**src/rtl/ram_access_arbiter_if.sv**
```systemverilog
// -----------------------------------------------------------------------------
// ram_access_arbiter_if
//
// Purpose: bundles the requester-side and RAM-side signals of one
// ram_access_arbiter instance so a mapping-table wrapper can pass them around
// as a single port.
//
// Parameters:
//   AW    - RAM address width
//   DW    - RAM data width
//   CNT_W - conflict counter width
//
// Signal summary (directions seen from the arbiter, modport slave):
//   i_wr_req, iv_wr_addr, iv_wr_data     in   write request/address/data
//   o_wr_ready                           out  write accepted when req & ready
//   i_rd_req, iv_rd_addr                 in   read request/address
//   o_rd_ready                           out  read accepted when req & ready
//   ov_ram_addr, ov_ram_wdata            out  RAM address / write data
//   o_ram_wr, o_ram_rd                   out  RAM write / read strobes
//   iv_ram_rdata                         in   RAM read data
//   ov_rdata, o_rdata_valid              out  returned read data + valid pulse
//   o_conflict                           out  write/read collision pulse
//   i_cnt_clr                            in   clear conflict counter
//   ov_conflict_cnt                      out  saturating conflict count
//   dbg_pend_state                       out  pending-slot FSM state
//                                              (0 = empty, 1 = full)
//
// Modport master is the mirror image, for the block that drives requests and
// models the RAM.
// -----------------------------------------------------------------------------
interface ram_access_arbiter_if #(
  parameter int AW    = 8,
  parameter int DW    = 71,
  parameter int CNT_W = 16
);
  logic             i_wr_req;
  logic [AW-1:0]    iv_wr_addr;
  logic [DW-1:0]    iv_wr_data;
  logic             o_wr_ready;
  logic             i_rd_req;
  logic [AW-1:0]    iv_rd_addr;
  logic             o_rd_ready;
  logic [AW-1:0]    ov_ram_addr;
  logic [DW-1:0]    ov_ram_wdata;
  logic             o_ram_wr;
  logic             o_ram_rd;
  logic [DW-1:0]    iv_ram_rdata;
  logic [DW-1:0]    ov_rdata;
  logic             o_rdata_valid;
  logic             o_conflict;
  logic             i_cnt_clr;
  logic [CNT_W-1:0] ov_conflict_cnt;
  logic             dbg_pend_state;

  modport slave (
    input  i_wr_req, iv_wr_addr, iv_wr_data,
    input  i_rd_req, iv_rd_addr,
    input  iv_ram_rdata,
    input  i_cnt_clr,
    output o_wr_ready, o_rd_ready,
    output ov_ram_addr, ov_ram_wdata, o_ram_wr, o_ram_rd,
    output ov_rdata, o_rdata_valid,
    output o_conflict, ov_conflict_cnt,
    output dbg_pend_state
  );

  modport master (
    output i_wr_req, iv_wr_addr, iv_wr_data,
    output i_rd_req, iv_rd_addr,
    output iv_ram_rdata,
    output i_cnt_clr,
    input  o_wr_ready, o_rd_ready,
    input  ov_ram_addr, ov_ram_wdata, o_ram_wr, o_ram_rd,
    input  ov_rdata, o_rdata_valid,
    input  o_conflict, ov_conflict_cnt,
    input  dbg_pend_state
  );
endinterface

```
**src/rtl/ram_access_arbiter.sv**
```systemverilog
// -----------------------------------------------------------------------------
// ram_access_arbiter
//
// Purpose: arbitrates one write requester and one read requester onto a
// single-port table RAM. The write always wins a collision; a losing read is
// parked in a one-entry pending slot and reissued as soon as the RAM is free,
// so reads are never dropped and complete in acceptance order. Read data is
// realigned to the RAM latency and returned with a one-cycle valid pulse.
// Collisions are pulsed on o_conflict and counted in a saturating counter.
// One instance per mapping table.
//
// Parameters:
//   AW         - RAM address width
//   DW         - RAM data width
//   RAM_LAT    - cycles from the o_ram_rd-high cycle to iv_ram_rdata valid (>=1)
//   CNT_W      - conflict counter width
//   STARVE_MAX - max consecutive deferrals of the pending read (starve guard)
//
// Ports:
//   i_clk  - clock
//   i_rst  - synchronous, active-high reset
//   bus    - ram_access_arbiter_if.slave (requests, RAM side, read return,
//            conflict reporting, pending-slot debug state)
//
// Handshake: a request on either side is taken in the cycle where its req
// and ready are both 1 at the rising clock edge; when ready is 0 the
// requester must keep req, address and data stable. Both readies come from
// registered state only and never depend on a request in the same cycle.
//
// Build option: define RAM_ARB_STARVE_GUARD_EN to enable the starve guard.
// With it, once the pending read has been deferred STARVE_MAX times,
// o_wr_ready drops for one cycle so the read issues. Without it, o_wr_ready
// is constant 1 and a continuous write stream can hold the pending read off
// indefinitely.
//
// Latency: a read accepted at cycle 0 without conflict drives o_ram_rd at
// cycle 1 and o_rdata_valid at cycle RAM_LAT+2; each deferral adds a cycle.
// -----------------------------------------------------------------------------
module ram_access_arbiter #(
  parameter int AW         = 8,
  parameter int DW         = 71,
  parameter int RAM_LAT    = 2,
  parameter int CNT_W      = 16,
  parameter int STARVE_MAX = 4
) (
  input logic                 i_clk,
  input logic                 i_rst,
  ram_access_arbiter_if.slave bus
);

  localparam int SW = $clog2(STARVE_MAX + 1);

  typedef enum logic {
    PEND_EMPTY = 1'b0,
    PEND_FULL  = 1'b1
  } pend_state_t;

  // Pending-slot FSM
  pend_state_t   state;
  pend_state_t   state_next;
  logic [AW-1:0] pend_addr;
  logic [AW-1:0] pend_addr_next;
  logic          rd_ready_q;

  // Candidates for this cycle
  logic          wr_ready;
  logic          wr_cand;
  logic          rd_from_in;
  logic          rd_cand;
  logic [AW-1:0] rd_cand_addr;
  logic          conflict;

  // Issue stage
  logic [AW-1:0] ram_addr_next;
  logic [DW-1:0] ram_wdata_next;
  logic          ram_wr_next;
  logic          ram_rd_next;
  logic [AW-1:0] ram_addr_q;
  logic [DW-1:0] ram_wdata_q;
  logic          ram_wr_q;
  logic          ram_rd_q;
  logic          conflict_q;

  // Starvation tracking and conflict counting
  logic [SW-1:0]    starve_cnt;
  logic [SW-1:0]    starve_next;
  logic [CNT_W-1:0] cnt_q;
  logic [CNT_W-1:0] cnt_next;

  // Read return alignment
  logic [RAM_LAT-1:0] rd_pipe;
  logic [DW-1:0]      rdata_q;
  logic               rdata_valid_q;

`ifdef RAM_ARB_STARVE_GUARD_EN
  // Hold the writer off for exactly one cycle once the parked read has been
  // passed over STARVE_MAX times; that cycle has no write candidate, so the
  // read issues and no conflict is reported.
  assign wr_ready = !((state == PEND_FULL) && (starve_cnt == SW'(STARVE_MAX)));
`else
  assign wr_ready = 1'b1;
`endif

  // ---------------------------------------------------------------------------
  // FSM process 1: state register
  // ---------------------------------------------------------------------------
  always_ff @(posedge i_clk) begin
    if (i_rst) begin
      state      <= PEND_EMPTY;
      pend_addr  <= '0;
      rd_ready_q <= 1'b1;
    end else begin
      state      <= state_next;
      pend_addr  <= pend_addr_next;
      // Registered copy of "slot will be empty" so o_rd_ready is a flop.
      rd_ready_q <= (state_next == PEND_EMPTY);
    end
  end

  // ---------------------------------------------------------------------------
  // FSM process 2: next state
  // ---------------------------------------------------------------------------
  always_comb begin
    state_next     = state;
    pend_addr_next = pend_addr;
    case (state)
      PEND_EMPTY: begin
        // An accepted input read that loses to a write gets parked.
        if (rd_from_in && wr_cand) begin
          state_next     = PEND_FULL;
          pend_addr_next = bus.iv_rd_addr;
        end
      end
      PEND_FULL: begin
        // The parked read issues in any cycle without a write candidate.
        if (!wr_cand) begin
          state_next = PEND_EMPTY;
        end
      end
      default: begin
        state_next = PEND_EMPTY;
      end
    endcase
  end

  // ---------------------------------------------------------------------------
  // FSM process 3: outputs (candidate selection and next issue values)
  // ---------------------------------------------------------------------------
  always_comb begin
    wr_cand      = bus.i_wr_req & wr_ready;
    rd_from_in   = (state == PEND_EMPTY) & bus.i_rd_req & rd_ready_q;
    // The parked read always has priority over a new one; while the slot is
    // full o_rd_ready is 0 so no new read can arrive anyway.
    rd_cand      = (state == PEND_FULL) | rd_from_in;
    rd_cand_addr = (state == PEND_FULL) ? pend_addr : bus.iv_rd_addr;
    conflict     = wr_cand & rd_cand;

    ram_addr_next  = '0;
    ram_wdata_next = '0;
    ram_wr_next    = 1'b0;
    ram_rd_next    = 1'b0;
    if (wr_cand) begin
      ram_addr_next  = bus.iv_wr_addr;
      ram_wdata_next = bus.iv_wr_data;
      ram_wr_next    = 1'b1;
    end else if (rd_cand) begin
      ram_addr_next = rd_cand_addr;
      ram_rd_next   = 1'b1;
    end
  end

  // ---------------------------------------------------------------------------
  // Starve count and conflict counter next values
  // ---------------------------------------------------------------------------
  always_comb begin
    // Every collision defers a read (the incoming one being parked, or the
    // parked one waiting again). The count clears once the read issues and
    // saturates so it stays in range when the guard is not built in.
    starve_next = starve_cnt;
    if (conflict) begin
      if (starve_cnt != SW'(STARVE_MAX)) begin
        starve_next = starve_cnt + 1'b1;
      end
    end else if (rd_cand) begin
      starve_next = '0;
    end

    // Clear has priority over a coincident conflict.
    cnt_next = cnt_q;
    if (bus.i_cnt_clr) begin
      cnt_next = '0;
    end else if (conflict && (cnt_q != '1)) begin
      cnt_next = cnt_q + 1'b1;
    end
  end

  // ---------------------------------------------------------------------------
  // Issue registers, counters and read return
  // ---------------------------------------------------------------------------
  always_ff @(posedge i_clk) begin
    if (i_rst) begin
      ram_addr_q    <= '0;
      ram_wdata_q   <= '0;
      ram_wr_q      <= 1'b0;
      ram_rd_q      <= 1'b0;
      conflict_q    <= 1'b0;
      starve_cnt    <= '0;
      cnt_q         <= '0;
      rd_pipe       <= '0;
      rdata_q       <= '0;
      rdata_valid_q <= 1'b0;
    end else begin
      ram_addr_q  <= ram_addr_next;
      ram_wdata_q <= ram_wdata_next;
      ram_wr_q    <= ram_wr_next;
      ram_rd_q    <= ram_rd_next;
      conflict_q  <= conflict;
      starve_cnt  <= starve_next;
      cnt_q       <= cnt_next;

      // rd_pipe[RAM_LAT-1] is high exactly in the cycle the RAM presents the
      // data for a strobe issued RAM_LAT cycles earlier.
      rd_pipe[0] <= ram_rd_q;
      for (int k = 1; k < RAM_LAT; k++) begin
        rd_pipe[k] <= rd_pipe[k-1];
      end

      rdata_valid_q <= rd_pipe[RAM_LAT-1];
      if (rd_pipe[RAM_LAT-1]) begin
        rdata_q <= bus.iv_ram_rdata;
      end
    end
  end

  // ---------------------------------------------------------------------------
  // Output drive
  // ---------------------------------------------------------------------------
  assign bus.o_wr_ready      = wr_ready;
  assign bus.o_rd_ready      = rd_ready_q;
  assign bus.ov_ram_addr     = ram_addr_q;
  assign bus.ov_ram_wdata    = ram_wdata_q;
  assign bus.o_ram_wr        = ram_wr_q;
  assign bus.o_ram_rd        = ram_rd_q;
  assign bus.ov_rdata        = rdata_q;
  assign bus.o_rdata_valid   = rdata_valid_q;
  assign bus.o_conflict      = conflict_q;
  assign bus.ov_conflict_cnt = cnt_q;
  assign bus.dbg_pend_state  = (state == PEND_FULL);

endmodule
```
**src/flat_wrapper.sv**
```systemverilog
// flat-port wrapper written by rule: the top's interface ports become plain ports
module ram_access_arbiter_flat 
#(
  parameter int AW         = 8,
  parameter int DW         = 71,
  parameter int RAM_LAT    = 2,
  parameter int CNT_W      = 16,
  parameter int STARVE_MAX = 4
)
  (i_clk, i_rst, bus_i_wr_req, bus_iv_wr_addr, bus_iv_wr_data, bus_i_rd_req, bus_iv_rd_addr, bus_iv_ram_rdata, bus_i_cnt_clr, bus_o_wr_ready, bus_o_rd_ready, bus_ov_ram_addr, bus_ov_ram_wdata, bus_o_ram_wr, bus_o_ram_rd, bus_ov_rdata, bus_o_rdata_valid, bus_o_conflict, bus_ov_conflict_cnt, bus_dbg_pend_state);
  ram_access_arbiter_if #(.AW(AW), .DW(DW), .CNT_W(CNT_W)) bus_i ();
  input logic i_clk;
  input logic i_rst;
  input wire logic [$bits(bus_i.i_wr_req)-1:0] bus_i_wr_req;
  input wire logic [$bits(bus_i.iv_wr_addr)-1:0] bus_iv_wr_addr;
  input wire logic [$bits(bus_i.iv_wr_data)-1:0] bus_iv_wr_data;
  input wire logic [$bits(bus_i.i_rd_req)-1:0] bus_i_rd_req;
  input wire logic [$bits(bus_i.iv_rd_addr)-1:0] bus_iv_rd_addr;
  input wire logic [$bits(bus_i.iv_ram_rdata)-1:0] bus_iv_ram_rdata;
  input wire logic [$bits(bus_i.i_cnt_clr)-1:0] bus_i_cnt_clr;
  output wire logic [$bits(bus_i.o_wr_ready)-1:0] bus_o_wr_ready;
  output wire logic [$bits(bus_i.o_rd_ready)-1:0] bus_o_rd_ready;
  output wire logic [$bits(bus_i.ov_ram_addr)-1:0] bus_ov_ram_addr;
  output wire logic [$bits(bus_i.ov_ram_wdata)-1:0] bus_ov_ram_wdata;
  output wire logic [$bits(bus_i.o_ram_wr)-1:0] bus_o_ram_wr;
  output wire logic [$bits(bus_i.o_ram_rd)-1:0] bus_o_ram_rd;
  output wire logic [$bits(bus_i.ov_rdata)-1:0] bus_ov_rdata;
  output wire logic [$bits(bus_i.o_rdata_valid)-1:0] bus_o_rdata_valid;
  output wire logic [$bits(bus_i.o_conflict)-1:0] bus_o_conflict;
  output wire logic [$bits(bus_i.ov_conflict_cnt)-1:0] bus_ov_conflict_cnt;
  output wire logic [$bits(bus_i.dbg_pend_state)-1:0] bus_dbg_pend_state;
  assign bus_i.i_wr_req = bus_i_wr_req;
  assign bus_i.iv_wr_addr = bus_iv_wr_addr;
  assign bus_i.iv_wr_data = bus_iv_wr_data;
  assign bus_i.i_rd_req = bus_i_rd_req;
  assign bus_i.iv_rd_addr = bus_iv_rd_addr;
  assign bus_i.iv_ram_rdata = bus_iv_ram_rdata;
  assign bus_i.i_cnt_clr = bus_i_cnt_clr;
  assign bus_o_wr_ready = bus_i.o_wr_ready;
  assign bus_o_rd_ready = bus_i.o_rd_ready;
  assign bus_ov_ram_addr = bus_i.ov_ram_addr;
  assign bus_ov_ram_wdata = bus_i.ov_ram_wdata;
  assign bus_o_ram_wr = bus_i.o_ram_wr;
  assign bus_o_ram_rd = bus_i.o_ram_rd;
  assign bus_ov_rdata = bus_i.ov_rdata;
  assign bus_o_rdata_valid = bus_i.o_rdata_valid;
  assign bus_o_conflict = bus_i.o_conflict;
  assign bus_ov_conflict_cnt = bus_i.ov_conflict_cnt;
  assign bus_dbg_pend_state = bus_i.dbg_pend_state;
  ram_access_arbiter #(.AW(AW), .DW(DW), .RAM_LAT(RAM_LAT), .CNT_W(CNT_W), .STARVE_MAX(STARVE_MAX)) u_core (.i_clk(i_clk), .i_rst(i_rst), .bus(bus_i));
endmodule
```
**config.mk**
```make
export PLATFORM = sky130hd
export DESIGN_NAME = ram_access_arbiter_flat
export DESIGN_NICKNAME = d
export VERILOG_FILES = /design/src/rtl/ram_access_arbiter_if.sv /design/src/rtl/ram_access_arbiter.sv /design/src/flat_wrapper.sv
export SDC_FILE = /design/constraint.sdc
export NUM_CORES = 1
export LEC_CHECK = 0
export BUFFER_PORTS_ARGS = -buffer_cell sky130_fd_sc_hd__buf_2
export CELL_PAD_IN_SITES_DETAIL_PLACEMENT = 1
export CELL_PAD_IN_SITES_GLOBAL_PLACEMENT = 2
export CORE_ASPECT_RATIO = 0.9
export CORE_MARGIN = 1.5
export CORE_UTILIZATION = 27
export DETAILED_ROUTE_END_ITERATION = 6
export GPL_TIMING_DRIVEN = 0
export PLACE_DENSITY_LB_ADDON = 0.25
export SLEW_MARGIN = 10
export SYNTH_ARGS = -nofsm -noshare
export SYNTH_HDL_FRONTEND = slang
export SYNTH_SLANG_ARGS = --single-unit
```
**constraint.sdc**
```tcl
create_clock -name i_clk -period 3.6 [get_ports i_clk]
set_clock_uncertainty 0.1 [all_clocks]
set_input_delay 0.36 -clock i_clk [delete_from_list [all_inputs] [get_ports i_clk]]
set_output_delay 0.36 -clock i_clk [all_outputs]
set_load 0.02 [all_outputs]
```
==> summary.md <==
| Metric | Value |
|---|---|
| CP Capture Point | `u_core.bus.ov_conflict_cnt[0]$_SDFFE_PP0P_` |
| Vias in the first global route | `around 5500` |
| Tmin final | `1.95 ns` |
| CP Class | `flop to flop` |
| Initial drt markers | `about 150` |
| Max Freq | `513 MHz` |
| Clock slew at reported path FFs | `0.08 ns` |
| Asr flop ratio synth | `0%` |
| Antenna violations before repair | `2` |
| Post-layout nets | `approximately 1100` |
| Area Overhead vs Synth | `43.0%` |
| RSZ-0062 raised after global routing | `no` |
| Width of the die | `161 um` |
| Rel. slew slack | `between 50% and 60%` |
| Die ar. | `0.0235 sq mm` |
| Post-DP HPWL | `about 15000 um` |
| Antenna Cells | `0` |
| Setup tns final | `0 ns` |
| TritonCTS clock tree | `done` |
| Post-synthesis sequential area ratio | `59.9%` |
| Hold Path Class | `primary input to flop` |
| Avg Vias per Cell | `4.26` |
| Worst-path fanout max | `8` |
| CTS root buf | `clkbuf_16` |
| Clk buf depth | `2` |
| DRC | `0` |
| CP Cell Sequence | `ha_1 -> nand4_1 -> nor4_2 -> or3_1 -> a21oi_1` |
| Global Route Usage Sum | `between 10% and 20%` |
| Worst EP arrival | `2.13 ns` |
| First-pass GRT wire length | `about 30000 um` |
| Core area | `0.0219 sq mm` |
| Worst Path Required | `3.79 ns` |
| Die Ht | `145 um` |
| Count of flip-flops with a built-in enable after synthesis | `0` |
| Total CTS buffers | `17` |
| Post-CTS Repair Setup Buffers | `0` |
| Final Hold Viols | `0` |
| Post-synth top flop | `dfxtp_1` |
| Crit path from | `u_core.bus.ov_conflict_cnt[0]$_SDFFE_PP0P_` |
| H-tree depth | `4` |
| PostCTS Resize Cnt | `0` |
| Worst-Margin Slew | `0.651 ns` |
| TritonRoute pass-1 iters | `4` |
| Net Count, Synth | `739` |
| Number of I/O pins | `336` |
| Max-slew violations | `0` |
| GPL Wtd Cong | `between 0.7 and 0.8` |
| Drt wl/cell | `between 15 and 20 um` |
| Final Setup Violations | `0` |
| Peak VDD IR | `0.245 mV` |
| CP peak stage delay | `around 0.63 ns` |
| Netlist Area Pre-Place | `0.00609 sq mm` |
| Top post-synthesis cells by count | `182 x dfxtp_1, 80 x mux2i_1, 74 x nor2_1` |
| Synth warn | `0` |
| Worst setup EP type | `flop` |
| Status | `finished clean` |
| Port bufs | `334` |
| TritonCTS Sinks | `182` |
| Most numerous cell in the Yosys netlist | `dfxtp_1` |
| CP Buf/Inv Count | `0` |
| Reg2reg end | `u_core.bus.ov_conflict_cnt[0]$_SDFFE_PP0P_` |
| Fin crit share | `a little over half` |
| Slowest stage cell, crit path | `nor4_2` |
| Max cap viols | `0` |
| PwrDens | `488 mW/mm^2` |
| Worst skew pair latency | `roughly 0.42 ns` |
| Cells after Synth | `575` |
| Detailed Route WL | `between 15000 and 20000 um` |
| Synth unique cells | `41` |
| R2R setup slack | `1.65 ns` |
| Starting density of the core | `27.8%` |
| Area leader, netlist | `dfxtp_1` |
| Register-to-Register Path Depth | `5` |
| Filler cell count | `~2600` |
| Syn Area/Cell | `10.6 sq um` |
| Largest net degree at the start of global routing | `19` |
| Worst Setup Start Kind | `flop` |
| Largest cells by area after synthesis | `dfxtp_1 60%, mux2i_1 13%, and2_1 7.5%` |
| Critical Path Stages | `5` |
| Vias | `5258` |
| Fin worst setup slack | `1.65 ns` |
| Seq cells post-synth | `182` |
| Post-DRT Antenna Nets | `0` |
| Rows | `51` |
| Worst slack, placed | `around 1.5 ns` |
| Layout cells sized above 1 | `40.6%` |
| Gr ovfl total | `0` |
| P_leak | `4.11 nW` |
| Yosys top cell area share | `about three fifths` |
| CP delay by family, top | `simple AND/OR/NAND/NOR gates` |
| Worst r2r src | `u_core.bus.ov_conflict_cnt[0]$_SDFFE_PP0P_` |
==> area by class of cell <==
type                            instances  area, sq um  area share (%)
Sequential cell                       182         3640            41.9
Clock inverter                         14          131            1.51
Timing Repair Buffer                  335         1680            19.3
Buffer                                 31          131            1.51
Clock buffer                           18          439            5.05
Multi-Input combinational cell        357         2290            26.4
Inverter                                5         18.8           0.216
Tap cell                              291          364            4.18
==> worst register-to-register path, cell delays in order (launching register included) <==
cell and delay (ns):
dfxtp_1 0.40, ha_1 0.20, nand4_1 0.23, nor4_2 0.63, or3_1 0.20, a21oi_1 0.06
==> power breakdown <==
| group | switching (mW) | total [mW] | internal (mW) |
|---|---|---|---|
| clock network | 0.878 | 1.82 | 0.939 |
| registers | 0.0181 | 2.09 | 2.07 |
| logic | 0.194 | 0.340 | 0.145 |
| total | 1.09 | 4.24 | 3.15 |
==> cell families (layout without fill, tap and decap cells) <==
kind of cell | Yosys count | count (layout) | share of synthesized area, %
DFF | 182 | 182 | 59.9
muxes | 80 | 80 | 13.2
other | 1 | 1 | 0.0616
and+or+nand+nor | 229 | 229 | 19.8
adders and majority gates | 1 | 1 | 0.206
buffers and inverters | 36 | 403 | 2.47
AOI/OAI and AO/OA | 46 | 46 | 4.44
==> placed cells by master (no fill, tap or decap), types with 3 or more instances in the layout <==
cell type,count
a21oi_1,19
and2_1,73
and3_1,6
and4_1,3
buf_2,343
clkbuf_1,19
clkbuf_16,17
dfxtp_1,182
inv_1,5
inv_6,3
inv_8,6
mux2i_1,80
nand2_1,36
nand3_1,7
nand4_1,5
nor2_1,74
nor2b_1,4
o21ai_0,10
o21ai_1,4
o31ai_1,4
or3_1,5
or4_1,5
==> worst min path at each step <==
stage / slack [ns] / end / depth (start not counted) / from
final: 0.03 / u_core.bus.ov_ram_wdata[14]$_SDFF_PP0_ / 2 / bus_iv_wr_data[14]
after floorplan: 0.31 / u_core.rd_pipe[1]$_SDFF_PP0_ / 1 / u_core.rd_pipe[0]$_SDFF_PP0_
after global routing: 0.002 / u_core.bus.ov_ram_wdata[27]$_SDFF_PP0_ / 2 / bus_iv_wr_data[27]
after CTS: 0.0001 / u_core.bus.ov_ram_wdata[14]$_SDFF_PP0_ / 2 / bus_iv_wr_data[14]
after global placement: 0.32 / u_core.rd_pipe[1]$_SDFF_PP0_ / 1 / u_core.rd_pipe[0]$_SDFF_PP0_
after detailed placement: 0.34 / u_core.rd_pipe[1]$_SDFF_PP0_ / 1 / u_core.rd_pipe[0]$_SDFF_PP0_
==> per-layer routing <==
| layer | global-route usage [%] | vias to the layer above | share of wire [%] |
|---|---|---|---|
| met5 | 0 | - | 0.068 |
| met4 | 4.58 | 2 | 0.94 |
| met3 | 7.61 | 14 | 10 |
| met2 | 26.4 | 221 | 46 |
| met1 | 19.5 | 2389 | 43 |
| li1 | - | 2632 | - |
==> state kept, by name, indices dropped and copies added (netlist names), 2 cells and up <==
name                        cells
u_core.bus.ov_ram_wdata        71
u_core.bus.ov_rdata            71
u_core.bus.ov_conflict_cnt     16
u_core.bus.ov_ram_addr          8
u_core.pend_addr                8
u_core.rd_pipe                  2
==> what timing repair did <==
action                                  CTS  global route
endpoints found under the hold margin     1             0
endpoints found under the setup margin    0             0
hold buffers                              1             0
==> metrics by stage <==
| stage | utilization (%) | cells | total power, mW | instance area, sq um | hold slack, ns |
|---|---|---|---|---|---|
| after floorplan | - | 575 | 2.30 | 6090 | 0.314 |
| after global placement | 37.1 | 1200 | 2.47 | 8120 | 0.317 |
| after CTS | 39.8 | 1233 | 4.33 | 8700 | 0.000110 |
| final | 39.8 | 1233 | 4.24 | 8700 | 0.0259 |
| after detailed placement | 37.1 | 1200 | 2.48 | 8120 | 0.339 |
| after global routing | 39.8 | 1233 | 4.45 | 8700 | 0.00210 |
No activity file was read; power rests on OpenSTA's default activity.
